### config.mk
export PLATFORM = sky130hd
export DESIGN_NAME = io_memory_dumper
export DESIGN_NICKNAME = d
export VERILOG_FILES = /design/src/rtl/io_memory_dumper_pkg.sv /design/src/rtl/io_memory_dumper_sender.sv /design/src/rtl/io_memory_dumper.sv
export SDC_FILE = /design/constraint.sdc
export NUM_CORES = 1
export LEC_CHECK = 0
export CAP_MARGIN = 20
export CORE_AREA = 2 2 83 85
export DETAILED_ROUTE_END_ITERATION = 16
export DIE_AREA = 0 0 85 87
export DONT_BUFFER_PORTS = 1
export GPL_TIMING_DRIVEN = 0
export PLACE_DENSITY = 0.74
export SYNTH_ARGS = -nofsm -noshare
export SYNTH_HDL_FRONTEND = slang
export SYNTH_SLANG_ARGS = --single-unit
export TNS_END_PERCENT = 5
### constraint.sdc
create_clock -name clk -period 3.75 [get_ports clk]
set_input_delay 0.375 -clock clk [delete_from_list [all_inputs] [get_ports clk]]
set_output_delay 0.375 -clock clk [all_outputs]
set_load 0.02 [all_outputs]
### src/rtl/io_memory_dumper_pkg.sv
// ----------------------------------------------------------------------------
// io_memory_dumper_pkg
// Shared SystemControl definitions for the memory read-back (dump) path:
//   - dump_state_t : dumper FSM state encoding
//   - MEMWORDS     : words per memory (10-bit word address space)
//   - ADDR_LSB / DATA_LSB : field offsets inside the 32-bit IOOut_Data word
//   - pack_io_word : builds {6'b0, address, data} from its fields
// ----------------------------------------------------------------------------
package io_memory_dumper_pkg;

    localparam int DUMP_AW  = 10;
    localparam int DUMP_DW  = 16;
    localparam int IO_W     = 32;
    localparam int MEMWORDS = 1024;
    localparam int ADDR_LSB = 16;
    localparam int DATA_LSB = 0;

    typedef enum logic [2:0] {
        ST_IDLE    = 3'd0,
        ST_READ    = 3'd1,
        ST_CAPTURE = 3'd2,
        ST_SEND    = 3'd3,
        ST_DONE    = 3'd4
    } dump_state_t;

    // Unused upper bits of the IO word stay zero.
    function automatic logic [IO_W-1:0] pack_io_word(
        input logic [DUMP_AW-1:0] addr,
        input logic [DUMP_DW-1:0] data
    );
        logic [IO_W-1:0] w;
        w = '0;
        w[ADDR_LSB +: DUMP_AW] = addr;
        w[DATA_LSB +: DUMP_DW] = data;
        return w;
    endfunction

endpackage

### src/rtl/io_memory_dumper_sender.sv
// ----------------------------------------------------------------------------
// io_memory_dumper_sender
// Output holding register and REQ/ACK handshake for the IO output channel.
// A load captures {address, data} and raises REQ; REQ and the word then hold
// until the sink acknowledges, at which point o_xfer pulses for that cycle.
//
// Ports:
//   clk, clk_en, sync_rst : clock, clock enable, synchronous active-high reset
//   i_load                : capture i_addr/i_data and raise REQ
//   i_addr, i_data        : word address and memory data to send
//   i_ack                 : sink accepts (ignored while REQ is low)
//   o_req                 : output word valid
//   o_data                : packed output word {6'b0, addr, data}
//   o_xfer                : transfer happens on this enabled cycle
// ----------------------------------------------------------------------------
module io_memory_dumper_sender
    import io_memory_dumper_pkg::*;
(
    input  logic               clk,
    input  logic               clk_en,
    input  logic               sync_rst,
    input  logic               i_load,
    input  logic [DUMP_AW-1:0] i_addr,
    input  logic [DUMP_DW-1:0] i_data,
    input  logic               i_ack,
    output logic               o_req,
    output logic [IO_W-1:0]    o_data,
    output logic               o_xfer
);

    logic            r_req;
    logic [IO_W-1:0] r_data;
    logic            w_xfer;

    // A transfer only counts on an enabled cycle, so a stalled clock never
    // consumes a word.
    assign w_xfer = r_req & i_ack & clk_en;

    always_ff @(posedge clk) begin
        if (sync_rst) begin
            r_req  <= 1'b0;
            r_data <= '0;
        end else if (clk_en) begin
            if (i_load) begin
                r_req  <= 1'b1;
                r_data <= pack_io_word(i_addr, i_data);
            end else if (w_xfer) begin
                r_req  <= 1'b0;
            end
        end
    end

    assign o_req  = r_req;
    assign o_data = r_data;
    assign o_xfer = w_xfer;

endmodule

### src/rtl/io_memory_dumper.sv
// ----------------------------------------------------------------------------
// io_memory_dumper
// Read-back engine for the memory-flash path. On DumpInit it reads a
// contiguous range of instruction or data memory one word at a time and
// streams {address, data} words to the IO output channel, keeping a running
// 16-bit wrapping checksum of every word read.
//
// Ports:
//   clk, clk_en, sync_rst          : clock, clock enable, sync active-high reset
//   DumpInit                       : start pulse (ignored while busy)
//   DumpSource                     : 0 = instruction memory, 1 = data memory
//   DumpStartAddr, DumpLength      : first word address, word count (0..1024)
//   InstReadEn, DataReadEn         : memory read strobes (one per word)
//   MemReadAddr                    : memory read address
//   InstReadData, DataReadData     : read data, valid one cycle after strobe
//   IOOut_REQ, IOOut_ACK           : output channel handshake
//   IOOut_Data                     : {6'b0, address[9:0], data[15:0]}
//   DumpBusy, DumpDone             : busy level, one-cycle completion pulse
//   DumpChecksum                   : wrapping sum of dumped words
// ----------------------------------------------------------------------------
module io_memory_dumper
    import io_memory_dumper_pkg::*;
#(
    parameter int ADDRWIDTH = 10,
    parameter int DATAWIDTH = 16
) (
    input  logic                 clk,
    input  logic                 clk_en,
    input  logic                 sync_rst,
    input  logic                 DumpInit,
    input  logic                 DumpSource,
    input  logic [ADDRWIDTH-1:0] DumpStartAddr,
    input  logic [ADDRWIDTH:0]   DumpLength,
    output logic                 InstReadEn,
    output logic                 DataReadEn,
    output logic [ADDRWIDTH-1:0] MemReadAddr,
    input  logic [DATAWIDTH-1:0] InstReadData,
    input  logic [DATAWIDTH-1:0] DataReadData,
    output logic                 IOOut_REQ,
    input  logic                 IOOut_ACK,
    output logic [31:0]          IOOut_Data,
    output logic                 DumpBusy,
    output logic                 DumpDone,
    output logic [DATAWIDTH-1:0] DumpChecksum
);

    dump_state_t          r_state;
    dump_state_t          w_next_state;
    logic                 r_src;
    logic [ADDRWIDTH-1:0] r_addr;
    logic [ADDRWIDTH:0]   r_remaining;
    logic [DATAWIDTH-1:0] r_checksum;

    logic                 w_start;
    logic                 w_last;
    logic                 w_load;
    logic                 w_xfer;
    logic [DATAWIDTH-1:0] w_rdata;

    assign w_start = (r_state == ST_IDLE) && DumpInit;
    assign w_load  = (r_state == ST_CAPTURE);
    assign w_last  = (r_remaining == (ADDRWIDTH+1)'(1));
    assign w_rdata = r_src ? DataReadData : InstReadData;

    // State register
    always_ff @(posedge clk) begin
        if (sync_rst) begin
            r_state <= ST_IDLE;
        end else if (clk_en) begin
            r_state <= w_next_state;
        end
    end

    // Next-state logic
    always_comb begin
        w_next_state = r_state;
        unique case (r_state)
            ST_IDLE:    if (DumpInit) w_next_state = (DumpLength == '0) ? ST_DONE : ST_READ;
            ST_READ:    w_next_state = ST_CAPTURE;
            ST_CAPTURE: w_next_state = ST_SEND;
            ST_SEND:    if (w_xfer) w_next_state = w_last ? ST_DONE : ST_READ;
            ST_DONE:    w_next_state = ST_IDLE;
            default:    w_next_state = ST_IDLE;
        endcase
    end

    // State-decoded outputs
    always_comb begin
        InstReadEn = (r_state == ST_READ) && !r_src;
        DataReadEn = (r_state == ST_READ) &&  r_src;
        DumpBusy   = (r_state != ST_IDLE);
        DumpDone   = (r_state == ST_DONE);
    end

    // Dump parameters, address/count progression and checksum. The address
    // register wraps naturally at the top of memory.
    always_ff @(posedge clk) begin
        if (sync_rst) begin
            r_src       <= 1'b0;
            r_addr      <= '0;
            r_remaining <= '0;
            r_checksum  <= '0;
        end else if (clk_en) begin
            if (w_start) begin
                r_src       <= DumpSource;
                r_addr      <= DumpStartAddr;
                r_remaining <= DumpLength;
                r_checksum  <= '0;
            end
            if (r_state == ST_CAPTURE) begin
                r_checksum <= r_checksum + w_rdata;
            end
            if ((r_state == ST_SEND) && w_xfer) begin
                r_remaining <= r_remaining - 1'b1;
                r_addr      <= r_addr + 1'b1;
            end
        end
    end

    assign MemReadAddr  = r_addr;
    assign DumpChecksum = r_checksum;

    io_memory_dumper_sender u_sender (
        .clk      (clk),
        .clk_en   (clk_en),
        .sync_rst (sync_rst),
        .i_load   (w_load),
        .i_addr   (r_addr),
        .i_data   (w_rdata),
        .i_ack    (IOOut_ACK),
        .o_req    (IOOut_REQ),
        .o_data   (IOOut_Data),
        .o_xfer   (w_xfer)
    );

endmodule

# == Yosys cells after proc, flatten, opt, wreduce, memory -nomap -nowiden ==
# Index checks and enable logic that the tools add are counted.
# W data, S select, Z words.
# word_totals
in_bits,59
ff_bits,68
wordCells,50
# classes
add_sub_neg,3
bitwise,2
reduce_logical,17
n_mux,14
eq_ne,7
# op_table
op,n
$mux W16,3
$mux W11,2
$mux W10,2
$add A16 B16 Y16,1
$mux W3,4
$pmux W3 S4,1
$eq A11 B1 Y1 const B,1
$logic_not A11 Y1,1
$sub A11 B1 Y11 const B,1
$add A10 B1 Y10 const B,1
$reduce_and A2 Y1,5
$eq A3 B2 Y1 const B,2
$reduce_bool A2 Y1,3
$logic_and A1 B1 Y1,4
$ne A2 B2 Y1 const B,2
$eq A3 B1 Y1 const B,1
$eq A3 B3 Y1 const B,1
$logic_not A3 Y1,1
$reduce_and A3 Y1,1
$reduce_bool A3 Y1,1
$and A1 B1 Y1,2
$mux W1,2
$logic_not A1 Y1,1

# == Depth between registers and ports, before layout ==
# logic_depth
word_depth,5
depth_mapped,10
depth_no_buf,8

# == Hierarchy ==
# From an unflattened synthesis, not the netlist that was laid out.
# unflattened
cells_unflattened,517
hier_area_um2,4321.6
# by_module_without_submodules
module,instances,cells_each,area_each_um2
io_memory_dumper,1,385,2979.1
io_memory_dumper_sender,1,132,1342.5

# == Least setup slack after synthesis ==
# OpenSTA, ideal clock, no wires.
# synth_path
path_kind,register to register
startpoint,register r_src
endpoint,"register r_checksum[12], in the netlist DumpChecksum[12]"
period_less_slack_ps,3199
arrival_ps,3081
n_path_buf,2
setup_slack_ps,551
required_ps,3633
path_stages_with_launch,11
path_cell_list,dfxtp_1 > clkbuf_1 > buf_2 > mux2_2 > ha_1 > fa_1 > a21o_1 > a221oi_2 > nor4b_1 > or3_1 > a32o_1
# synth_between
elab_chain_cells,3
# synth_rtl
item,line_no,source
"start, declared",io_memory_dumper.sv:49,logic r_src;
"start signal, assigned",io_memory_dumper.sv:105,r_src <= DumpSource;
$mux W16,io_memory_dumper.sv:63,assign w_rdata = r_src ? DataReadData : InstReadData;
net u_sender.i_data[0],io_memory_dumper_sender.sv:24,"input logic [DUMP_DW-1:0] i_data,"
$add A16 B16 Y16,io_memory_dumper.sv:111,r_checksum <= r_checksum + w_rdata;
$mux W16,io_memory_dumper.sv:110,if (r_state == ST_CAPTURE) begin
"end signal, assigned",io_memory_dumper.sv:111,
"end, declared",io_memory_dumper.sv:52,logic [DATAWIDTH-1:0] r_checksum;
# The timed path passes the listed nets, and every way through them passes these cells.
# A chain may end at the register's enable or synchronous reset.

# == Final worst setup path ==
# Ends and elaborated chain as after synthesis.

==> results.py <==
metrics = {
    "synthesis": {
        "syn_inst": 473,
        "ys_top_cells_by_area": "dfxtp_1 36%, ha_1 5.9%, a21oi_1 5.5%",
        "seq_area_frac_synth_pct": 35.9,
        "synthesis.area_sq_mm": 0.00380,
        "synth_top_area_share_pct": 35.9,
        "yosysMostFrequentCell": "dfxtp_1",
        "synth_cell_types": 58,
        "yosys_most_used_dff": "dfxtp_1",
        "async_flop_share_pct": 0,
        "synthTopCellsByCount": "68 x dfxtp_1, 56 x nor2_1, 54 x nand2_1",
        "synth_warnings": 0,
        "synth-seq-cells": 68,
        "synth_area_per_cell_sq_um": 8.03,
        "yosysTopAreaCell": "dfxtp_1",
        "synth-edff-count": 0,
    },
    "critical_path": {
        "path_cells": "buf_2 > mux2_2 > ha_1 > fa_1 > a21o_1 > a221oi_2 > nor4b_1 > or3_1 > a32o_1",
        "cp.required_ns": 3.99,
        "crit_fanout": 10,
        "crit_type": "flop to flop",
        "arrival_ns": 3.79,
        "crit_path_start_kind": "flop",
        "slowest_stage": "dfxtp_1",
        "critPathMaxStageDelay_ns": 0.57,
        "ff2ff_setup_slack_ns": 0.21,
        "cp-end-kind": "flop",
    },
    "clocking": {
        "post_cts_resized": 0,
        "cts.path.max_buffers": 2,
        "cts_max_level": 3,
        "cts-hold-fix-buffers": 0,
        "cts_setup_buffers": 0,
        "clkTransAtPathRegs_ns": 0.08,
        "cts_made_buffers": 9,
        "cts-root-buf": "clkbuf_8",
        "clock_latency_ns": 0.35,
        "tritoncts": "yes",
        "cts_sinks": 68,
    },
    "global_routing": {
        "grt_pass1_wl_microns": 16400,
        "grt_max_degree": 14,
        "grt-ovfl-total": 0,
        "grtUsageTotal_pct": 27.8,
        "grt_pass1_vias": 3335,
        "antenna_found_initial": 0,
    },
    "power_and_ir_drop": {
        "intPower_w": 0.00114,
        "p_leak_nw": 1.54,
        "ir_drop_v": 0.000236,
        "seqPwrFrac_pct": 48.5,
        "combPwrFrac_pct": 13.5,
        "clkPwrFrac_pct": 38.0,
        "switchingPower_w": 0.000494,
        "p_sw_share_pct": 30.3,
        "p_per_area_mw_per_mm2": 398,
    },
    "layout": {
        "n_fill_cell": 595,
        "nNetsFinal": 566,
        "layout-drive-gt1-share_pct": 10.5,
        "area_growth_pct": 8.24,
        "diodes": 0,
    },
    "route": {
        "drt_pass1_iterations": 5,
        "vias": 3622,
        "drt_drc_violations_left": 0,
        "drtAntennaViolNets": 0,
        "wirelength_microns": 10300,
        "vias_per_cell": 6.32,
        "drt_iter0_drc": 220,
        "avgRoutedWirePerCell_microns": 18.0,
    },
    "timing": {
        "whs_ns": 0.157,
        "max_freq_ghz": 0.282,
        "worstMarginPinSlew_ns": 0.789,
        "setup_tns_ns": 0,
        "min_period_ns": 3.54,
        "max-slew-margin-rel_pct": 47.2,
        "final_hold_viol_count": 0,
        "finClkSkew_ns": 0.0106,
        "rsz0062_at_grt": "false",
        "finalSetupViolations": 0,
        "slew_violations": 0,
        "fin_crit_sh_pct": 94.5,
    },
    "floorplan": {
        "initial_utilization_pct": 57.8,
        "die_w_microns": 85,
        "ios": 122,
        "dieHeight_microns": 87,
        "design.core.area_sq_mm": 0.00657,
        "num_rows": 30,
        "die_area_sq_mm": 0.00740,
    },
    "run": {
        "drv_cap": 0,
    },
    "min_path": {
        "hold_path_class": "input pin to flop",
    },
    "run_status": {
        "status": "complete, no violations",
    },
    "placed_design": {
        "place.gp.congestion": 0.922,
        "portBuffers": 0,
        "place_hpwl_microns": 7710,
    },
}
## worst max-delay path: cells and delay by family, from the launching register on
kind / cells / cell delay (ns)
fa+ha+maj: 2 / 0.64
simple gates: 2 / 0.52
mux: 1 / 0.39
compound gates: 3 / 0.96
flops: 1 / 0.57
buf+inv: 1 / 0.35
## final timing paths
check	from	end	cells after the start
setup reg to reg	r_src	DumpChecksum[12]	9
hold / removal	DumpStartAddr[6]	MemReadAddr[6]	2
setup / recovery	r_src	DumpChecksum[12]	9
hold reg to reg	r_remaining[7]	r_remaining[7]	2
## flip-flops by register name, indices dropped and copies added, names as in the netlist
signal,flops
u_sender.o_data,26
DumpChecksum,16
r_remaining,11
MemReadAddr,10
r_state,3
r_src,1
u_sender.o_req,1
## area by class of cell
cell class | count | area (sq um) | share of cell area, %
inverter | 5 | 18.8 | 0.457
tap | 80 | 100 | 2.44
buffer | 32 | 156 | 3.81
clock buffer | 9 | 124 | 3.01
sequential | 68 | 1360 | 33.1
multi-input combinational | 372 | 2270 | 55.4
clock inverter | 7 | 73.8 | 1.80
## routing by layer
| layer | track usage, % | up-vias | wire length (microns) |
|---|---|---|---|
| met4 | 14.1 | 0 | 401 |
| met2 | 46.6 | 176 | 4800 |
| li1 | - | 1754 | - |
| met5 | 0 | - | 0 |
| met3 | 6.64 | 32 | 961 |
| met1 | 33.3 | 1660 | 4180 |
## power groups by stage
stage	sequential [W]	clock (W)	combinational [W]
5_1_grt	0.000796	0.000654	0.000247
2_1_floorplan	0.000800	0	0.000175
3_5_place_dp	0.000807	0	0.000220
6_report	0.000792	0.000620	0.000221
4_1_cts	0.000790	0.000623	0.000221
3_3_place_gp	0.000807	0	0.000216
## kinds of logic (layout without fill, tap and decap cells)
| group | after synthesis | in the layout | synth area share (%) |
|---|---|---|---|
| simple gates | 198 | 198 | 24.7 |
| other cells | 1 | 6 | 0.0988 |
| fa+ha+maj | 19 | 19 | 6.46 |
| flops | 68 | 68 | 35.9 |
| compound gates | 122 | 122 | 20.8 |
| mux | 18 | 18 | 5.31 |
| buf+inv | 38 | 53 | 4.71 |
| xor+xnor | 9 | 9 | 2.08 |
## layout by cell type (no fill, tap or decap), drive strengths merged, types with 3 or more instances in the layout
| cell type | synthesis | layout |
|---|---|---|
| a31oi | 5 | 5 |
| a32o | 4 | 4 |
| nand2 | 54 | 54 |
| o211ai | 6 | 6 |
| and3 | 6 | 6 |
| mux2 | 17 | 17 |
| a211oi | 4 | 4 |
| or3 | 9 | 9 |
| a32oi | 3 | 3 |
| o311ai | 4 | 4 |
| nor2 | 57 | 57 |
| o22ai | 3 | 3 |
| buf | 15 | 15 |
| o21ai | 22 | 22 |
| a22oi | 6 | 6 |
| dfxtp | 68 | 68 |
| inv | 5 | 7 |
| nand4 | 5 | 5 |
| and2 | 4 | 4 |
| ha | 18 | 18 |
| nor3 | 30 | 30 |
| clkinv | 0 | 3 |
| a2bb2oi | 3 | 3 |
| conb | 1 | 6 |
| a21o | 5 | 5 |
| xnor2 | 7 | 7 |
| clkbuf | 18 | 26 |
| nand3 | 13 | 13 |
| nor4 | 8 | 8 |
| a21oi | 42 | 42 |
## stage by stage
stage | power (W) | setup WS [ns] | cell area [sq um] | util, % | std cells
detailed placement | 0.00103 | 0.0845 | 3920 | 59.6 | 558
global placement | 0.00102 | 0.130 | 3920 | 59.6 | 558
floorplan | 0.000974 | 0.551 | 3810 | - | 478
finish | 0.00163 | 0.206 | 4110 | 62.6 | 573
CTS | 0.00163 | 0.0541 | 4110 | 62.6 | 574
global route | 0.00170 | 0.0348 | 4110 | 62.6 | 573
Power figures use the tool's default switching activity.
